<file path="config.mk">
export PLATFORM = sky130hd
export DESIGN_NAME = video_test_pattern
export DESIGN_NICKNAME = d
export VERILOG_FILES = /design/src/rtl/video_test_pattern.sv
export SDC_FILE = /design/constraint.sdc
export NUM_CORES = 1
export LEC_CHECK = 0
export ABC_AREA = 1
export BUFFER_PORTS_ARGS = -buffer_cell sky130_fd_sc_hd__clkbuf_2
export CAP_MARGIN = 20
export CORE_ASPECT_RATIO = 1.25
export CORE_MARGIN = 1
export CORE_UTILIZATION = 41
export CTS_CLUSTER_DIAMETER = 60
export CTS_CLUSTER_SIZE = 25
export DETAILED_ROUTE_END_ITERATION = 7
export GPL_TIMING_DRIVEN = 1
export PLACE_DENSITY = 0.59
export RECOVER_POWER = 50
export SLEW_MARGIN = 25
export SYNTH_ARGS = -nofsm -noshare
export SYNTH_HDL_FRONTEND = slang
export SYNTH_SLANG_ARGS = --single-unit
export TNS_END_PERCENT = 30
</file>
<file path="constraint.sdc">
create_clock -name clk -period 3.24 [get_ports clk]
set_input_delay 0 -clock clk [delete_from_list [all_inputs] [get_ports clk]]
set_output_delay 0 -clock clk [all_outputs]
set_load 0.02 [all_outputs]
</file>
<file path="src/rtl/video_test_pattern.sv">
// video_test_pattern: registered four-mode test-pattern generator (checker, bars, gradient, bouncing square)
// with a debounced mode button and per-frame animation state.
module video_test_pattern #(
  parameter int HOR_ACTIVE_PIXELS = 640,
  parameter int VER_ACTIVE_PIXELS = 480,
  parameter int CELL_LOG2 = 3,
  parameter int SQUARE_SIZE = 32,
  parameter int DEBOUNCE_CYCLES = 250000,
  localparam int X_WIDTH = $clog2(HOR_ACTIVE_PIXELS),
  localparam int Y_WIDTH = $clog2(VER_ACTIVE_PIXELS)
) (
  input  logic               clk,
  input  logic               rst_n,
  input  logic [X_WIDTH-1:0] x,
  input  logic [Y_WIDTH-1:0] y,
  input  logic               frame_start,
  input  logic               btn,
  output logic [7:0]         r,
  output logic [7:0]         g,
  output logic [7:0]         b
);
  localparam int CW = $clog2(DEBOUNCE_CYCLES + 1);
  localparam logic [X_WIDTH-1:0] X_MAX = X_WIDTH'(HOR_ACTIVE_PIXELS - SQUARE_SIZE);
  localparam logic [Y_WIDTH-1:0] Y_MAX = Y_WIDTH'(VER_ACTIVE_PIXELS - SQUARE_SIZE);
  logic btn_meta, btn_sync, btn_stable, btn_stable_d;
  logic [CW-1:0] db_cnt;
  logic [1:0] mode;
  logic [7:0] frame_cnt;
  logic [X_WIDTH-1:0] sq_x;
  logic [Y_WIDTH-1:0] sq_y;
  logic dx_neg, dy_neg, dx_nxt, dy_nxt;
  logic [2:0] bar;
  logic chk, in_sq;
  logic [7:0] pr, pg, pb;
  always_ff @(posedge clk)
    if (!rst_n) begin
      {btn_meta, btn_sync, btn_stable, btn_stable_d} <= '0;
      db_cnt <= '0;
      mode <= '0;
    end else begin
      btn_meta <= btn;
      btn_sync <= btn_meta;
      btn_stable_d <= btn_stable;
      if (btn_sync == btn_stable) db_cnt <= '0;
      else if (db_cnt == CW'(DEBOUNCE_CYCLES - 1)) begin
        btn_stable <= btn_sync;
        db_cnt <= '0;
      end else db_cnt <= db_cnt + 1'b1;
      if (btn_stable && !btn_stable_d) mode <= mode + 2'd1;
    end
  // Direction for this step: reverse at the edge, then move one pixel that way.
  assign dx_nxt = dx_neg ? (sq_x != '0) : (sq_x == X_MAX);
  assign dy_nxt = dy_neg ? (sq_y != '0) : (sq_y == Y_MAX);
  always_ff @(posedge clk)
    if (!rst_n) begin
      frame_cnt <= '0;
      sq_x <= '0;
      sq_y <= '0;
      dx_neg <= 1'b0;
      dy_neg <= 1'b0;
    end else if (frame_start) begin
      frame_cnt <= frame_cnt + 8'd1;
      dx_neg <= dx_nxt;
      dy_neg <= dy_nxt;
      sq_x <= dx_nxt ? sq_x - 1'b1 : sq_x + 1'b1;
      sq_y <= dy_nxt ? sq_y - 1'b1 : sq_y + 1'b1;
    end
  always_comb begin
    bar = '0;
    for (int k = 1; k < 8; k++)
      if (int'({x, 3'b000}) >= k * HOR_ACTIVE_PIXELS) bar = bar + 3'd1;
    chk = x[CELL_LOG2] ^ y[CELL_LOG2];
    in_sq = int'(x) >= int'(sq_x) && int'(x) < int'(sq_x) + SQUARE_SIZE &&
            int'(y) >= int'(sq_y) && int'(y) < int'(sq_y) + SQUARE_SIZE;
    pr = mode == 2'd0 ? {8{chk}} : mode == 2'd1 ? {8{~bar[1]}} : mode == 2'd2 ? 8'(x) : {8{in_sq}};
    pg = mode == 2'd0 ? {8{chk}} : mode == 2'd1 ? {8{~bar[2]}} : mode == 2'd2 ? 8'(y) : {8{in_sq}};
    pb = mode == 2'd0 ? {8{chk}} : mode == 2'd1 ? {8{~bar[0]}} : mode == 2'd2 ? frame_cnt : {8{in_sq}};
  end
  always_ff @(posedge clk)
    if (!rst_n) begin
      r <= '0;
      g <= '0;
      b <= '0;
    end else begin
      r <= pr;
      g <= pg;
      b <= pb;
    end
endmodule

</file>
==> impl_metrics.py <==
metrics = {
    "power": {
        "sw_frac_of_total": 0.2926,
        "pwr-share-clk": 0.404,
        "p_comb_frac": 0.236,
        "ir_drop_v": 0.0002113,
        "powerDensity_nw_per_um2": 436.5,
        "power_leakage_nw": 3.201,
        "p_sw_uw": 836.5,
        "seq_power_share": 0.360,
        "internal_power_mw": 2.022,
    },
    "cts": {
        "tritoncts": "built",
        "root_buffer": "clkbuf_16",
        "htreeDepth": 3,
        "clock_latency_ns": 0.33,
        "cts_buffer_depth": 2,
        "numClockSinks": 77,
        "cts_buffers": 9,
        "clk_pin_slew_ns": 0.06,
    },
    "routing": {
        "wl_met3_um": 382,
        "antenna_left": 0,
        "viasPerCell": 4.886,
        "drtIter0Drc": 188,
        "drc_errors": 0,
        "drt_wl_total_um": 12680,
        "dr_wl_met2_um": 6053,
        "met1_length_um": 6051,
        "drt-wirelength-per-cell_um": 12.00,
        "dr.max_layer_used": "met4",
        "vias": 5165,
        "drt_first_pass_iters": 4,
    },
    "yosys": {
        "synth_top_area_share": 0.2821,
        "synth_fp_nets": 897,
        "synthCells": 816,
        "synth_edf_count": 0,
        "yosys_warnings": 0,
        "syn_avg_cell_area_sq_um": 6.696,
        "yosys.cell_types.count": 48,
        "ys_async_sr_fraction": 0,
        "synth_ff_type": "dfxtp_1",
        "synth_seq_cells": 77,
        "yosysSeqAreaShare": 0.2821,
        "yosys.area.top_type": "dfxtp_1",
        "yosys-top-cells-area": "dfxtp_1 28%, nand2_1 16%, ha_1 13%",
        "syn-cell-area_sq_um": 5464,
    },
    "floorplanning": {
        "die_area_sq_um": 13800,
        "start_util": 0.4257,
        "rows": 46,
        "core_sq_um": 12830,
        "die_w_um": 105.3,
        "die_y_um": 131.1,
        "pin_count": 47,
    },
    "timing": {
        "setup_tns_ns": 0,
        "setup_violations": 0,
        "worstMarginPinSlew_ns": 0.7632,
        "skew_ns": 0.006412,
        "post-route-period-util": 0.9573,
        "slew_headroom": 0.4897,
        "finalMaxSlewViolations": 0,
        "hold_ws_ns": 0.06196,
        "fmax_mhz": 322.4,
        "min_period_ns": 3.102,
        "hold_viol": 0,
    },
    "placed_design": {
        "numPortBuffers": 46,
        "dp_cells": 1028,
        "finalWeightedCongestion": 0.8222,
        "dp_hpwl_um": 9576,
    },
    "grt": {
        "grt_max_degree": 42,
        "antenna_found_initial": 0,
        "grt_use_total": 0.1901,
        "grt-ovfl-total": 0,
        "first_global_vias": 4816,
        "grt_pass1_wl_um": 21310,
    },
    "status": {
        "outcome": "finished clean",
    },
    "setup_path": {
        "crit_arrival_ns": 3.37,
        "end_kind": "register",
        "crit_fanout": 8,
        "path_class": "in2reg",
        "cp-start-kind": "input port",
        "worstPathRequired_ns": 3.51,
    },
    "finish": {
        "fillers": 1311,
        "n_antenna_cell": 0,
        "ff_latch_area_sq_um": 1541,
        "stdcell_count": 1057,
        "drive_above_1_share": 0.1552,
        "nets": 965,
        "multiInputGateArea_sq_um": 3547,
        "syn_to_final_growth_pct": 19.85,
    },
    "run": {
        "drv_cap": 0,
    },
    "worst_hold_path": {
        "hp-class": "in2reg",
    },
}
## synthesized netlist by cell type, drive strengths merged (2+ instances only)
| master | n |
|---|---|
| nor2 | 54 |
| nand4 | 10 |
| buf | 6 |
| xor2 | 16 |
| o21a | 3 |
| o21ai | 38 |
| a21oi | 86 |
| a21o | 2 |
| a31oi | 3 |
| fa | 2 |
| inv | 112 |
| o21bai | 3 |
| clkbuf | 13 |
| and2 | 5 |
| or2 | 4 |
| ha | 56 |
| clkinv | 2 |
| o211ai | 3 |
| nor3 | 12 |
| dfxtp | 77 |
| nand2 | 241 |
| nand3 | 45 |
| nor4 | 4 |
| dlygate4sd1 | 2 |
| nor3b | 7 |
| xnor2 | 5 |
## cells by family after synthesis
| kind of cell | Yosys count | synth area share |
|---|---|---|
| buf+inv | 136 | 0.1051 |
| flops | 77 | 0.2821 |
| compound gates | 140 | 0.1367 |
| fa+ha+maj | 58 | 0.1356 |
| xor+xnor | 21 | 0.03366 |
| simple gates | 384 | 0.3068 |
## critical path, stage by stage
cell and delay [ns]:
clkbuf_8 0.12, o21ai_2 0.10, and2_4 0.15, inv_2 0.04, ha_4 0.28, inv_2 0.04
nand2_2 0.05, nand2_2 0.08, ha_4 0.21, or2_0 0.21, and2_1 0.15, ha_1 0.28
nand2_2 0.09, nand2_2 0.08, ha_4 0.21, or2_4 0.22, and2_4 0.16, ha_4 0.15
nand2_4 0.06, inv_2 0.04, nand2_2 0.07, nand2_2 0.05, nand2_2 0.07, nand3_4 0.14
nand2_2 0.11, nand2_2 0.05, a21oi_2 0.13
## sequential cells by signal, summed over array words and instances, names as in the netlist, 2 cells and up
register,count
b,8
db_cnt,18
frame_cnt,8
g,8
mode,2
r,8
sq_x,10
sq_y,9
## metrics by stage
step | area (sq um) | worst slack (ns) | total power, mW | util
after global placement | 5943 | -0.2734 | 1.628 | 0.4631
after CTS | 6400 | 0.002511 | 2.839 | 0.4986
after detailed placement | 5943 | -0.4413 | 1.643 | 0.4631
after global routing | 6549 | -0.03022 | 3.029 | 0.5102
after floorplan | 5499 | 0.02547 | 1.485 | -
final | 6549 | 0.1385 | 2.859 | 0.5102
## path summary, 6_finish.rpt
path         cells past startpoint        to   startpoint  slack (ns)
max reg2reg                     16   sq_x[7]      sq_x[8]        0.29
min reg2reg                      2  btn_sync     btn_meta        0.43
max                             27      g[4]         x[5]        0.14
min                              2    dy_neg  frame_start        0.06
## metal layers
layer	track usage	vias to the layer above
li1	-	2769
met1	0.2421	2307
met2	0.3278	73
met3	0.02768	16
met4	0.06959	0
met5	0	-
## layout make-up
type	instances	area share
clock buffer	10	0.03496
multi-input combinational	603	0.5417
clock inverter	6	0.01700
timing repair buffer	79	0.07298
sequential	77	0.2354
inverter	114	0.06592
tap	168	0.03210
## layout by cell type, fill, tap and decap left out, types with 6 or more instances in the layout
cell type	Yosys	layout
xor2_1	16	16
nand4_1	10	10
nor2_1	52	50
ha_1	56	51
inv_1	109	103
buf_4	3	32
nor3_1	11	10
clkbuf_16	0	9
inv_2	3	8
nor3b_1	6	6
nand2_2	12	24
o21ai_0	36	33
clkbuf_1	11	25
a21oi_1	86	81
dfxtp_1	77	77
clkbuf_2	0	18
nand2_1	228	215
nand3_1	43	38
## timing repair
action	4_1_cts	5_1_grt
hold buffers	1	0
pin swaps	15	18
resized for setup	13	42
hold endpoints to repair	1	0
endpoints found under the setup margin	8	17
setup buffers	6	6
## power groups by stage
stage | clock network [mW] | logic, mW | registers, mW
floorplan | 0 | 0.417 | 1.07
global placement | 0 | 0.581 | 1.05
detailed placement | 0 | 0.594 | 1.05
CTS | 1.18 | 0.631 | 1.03
global route | 1.23 | 0.768 | 1.03
finish | 1.15 | 0.676 | 1.03
(Power assumes the default switching activity.)
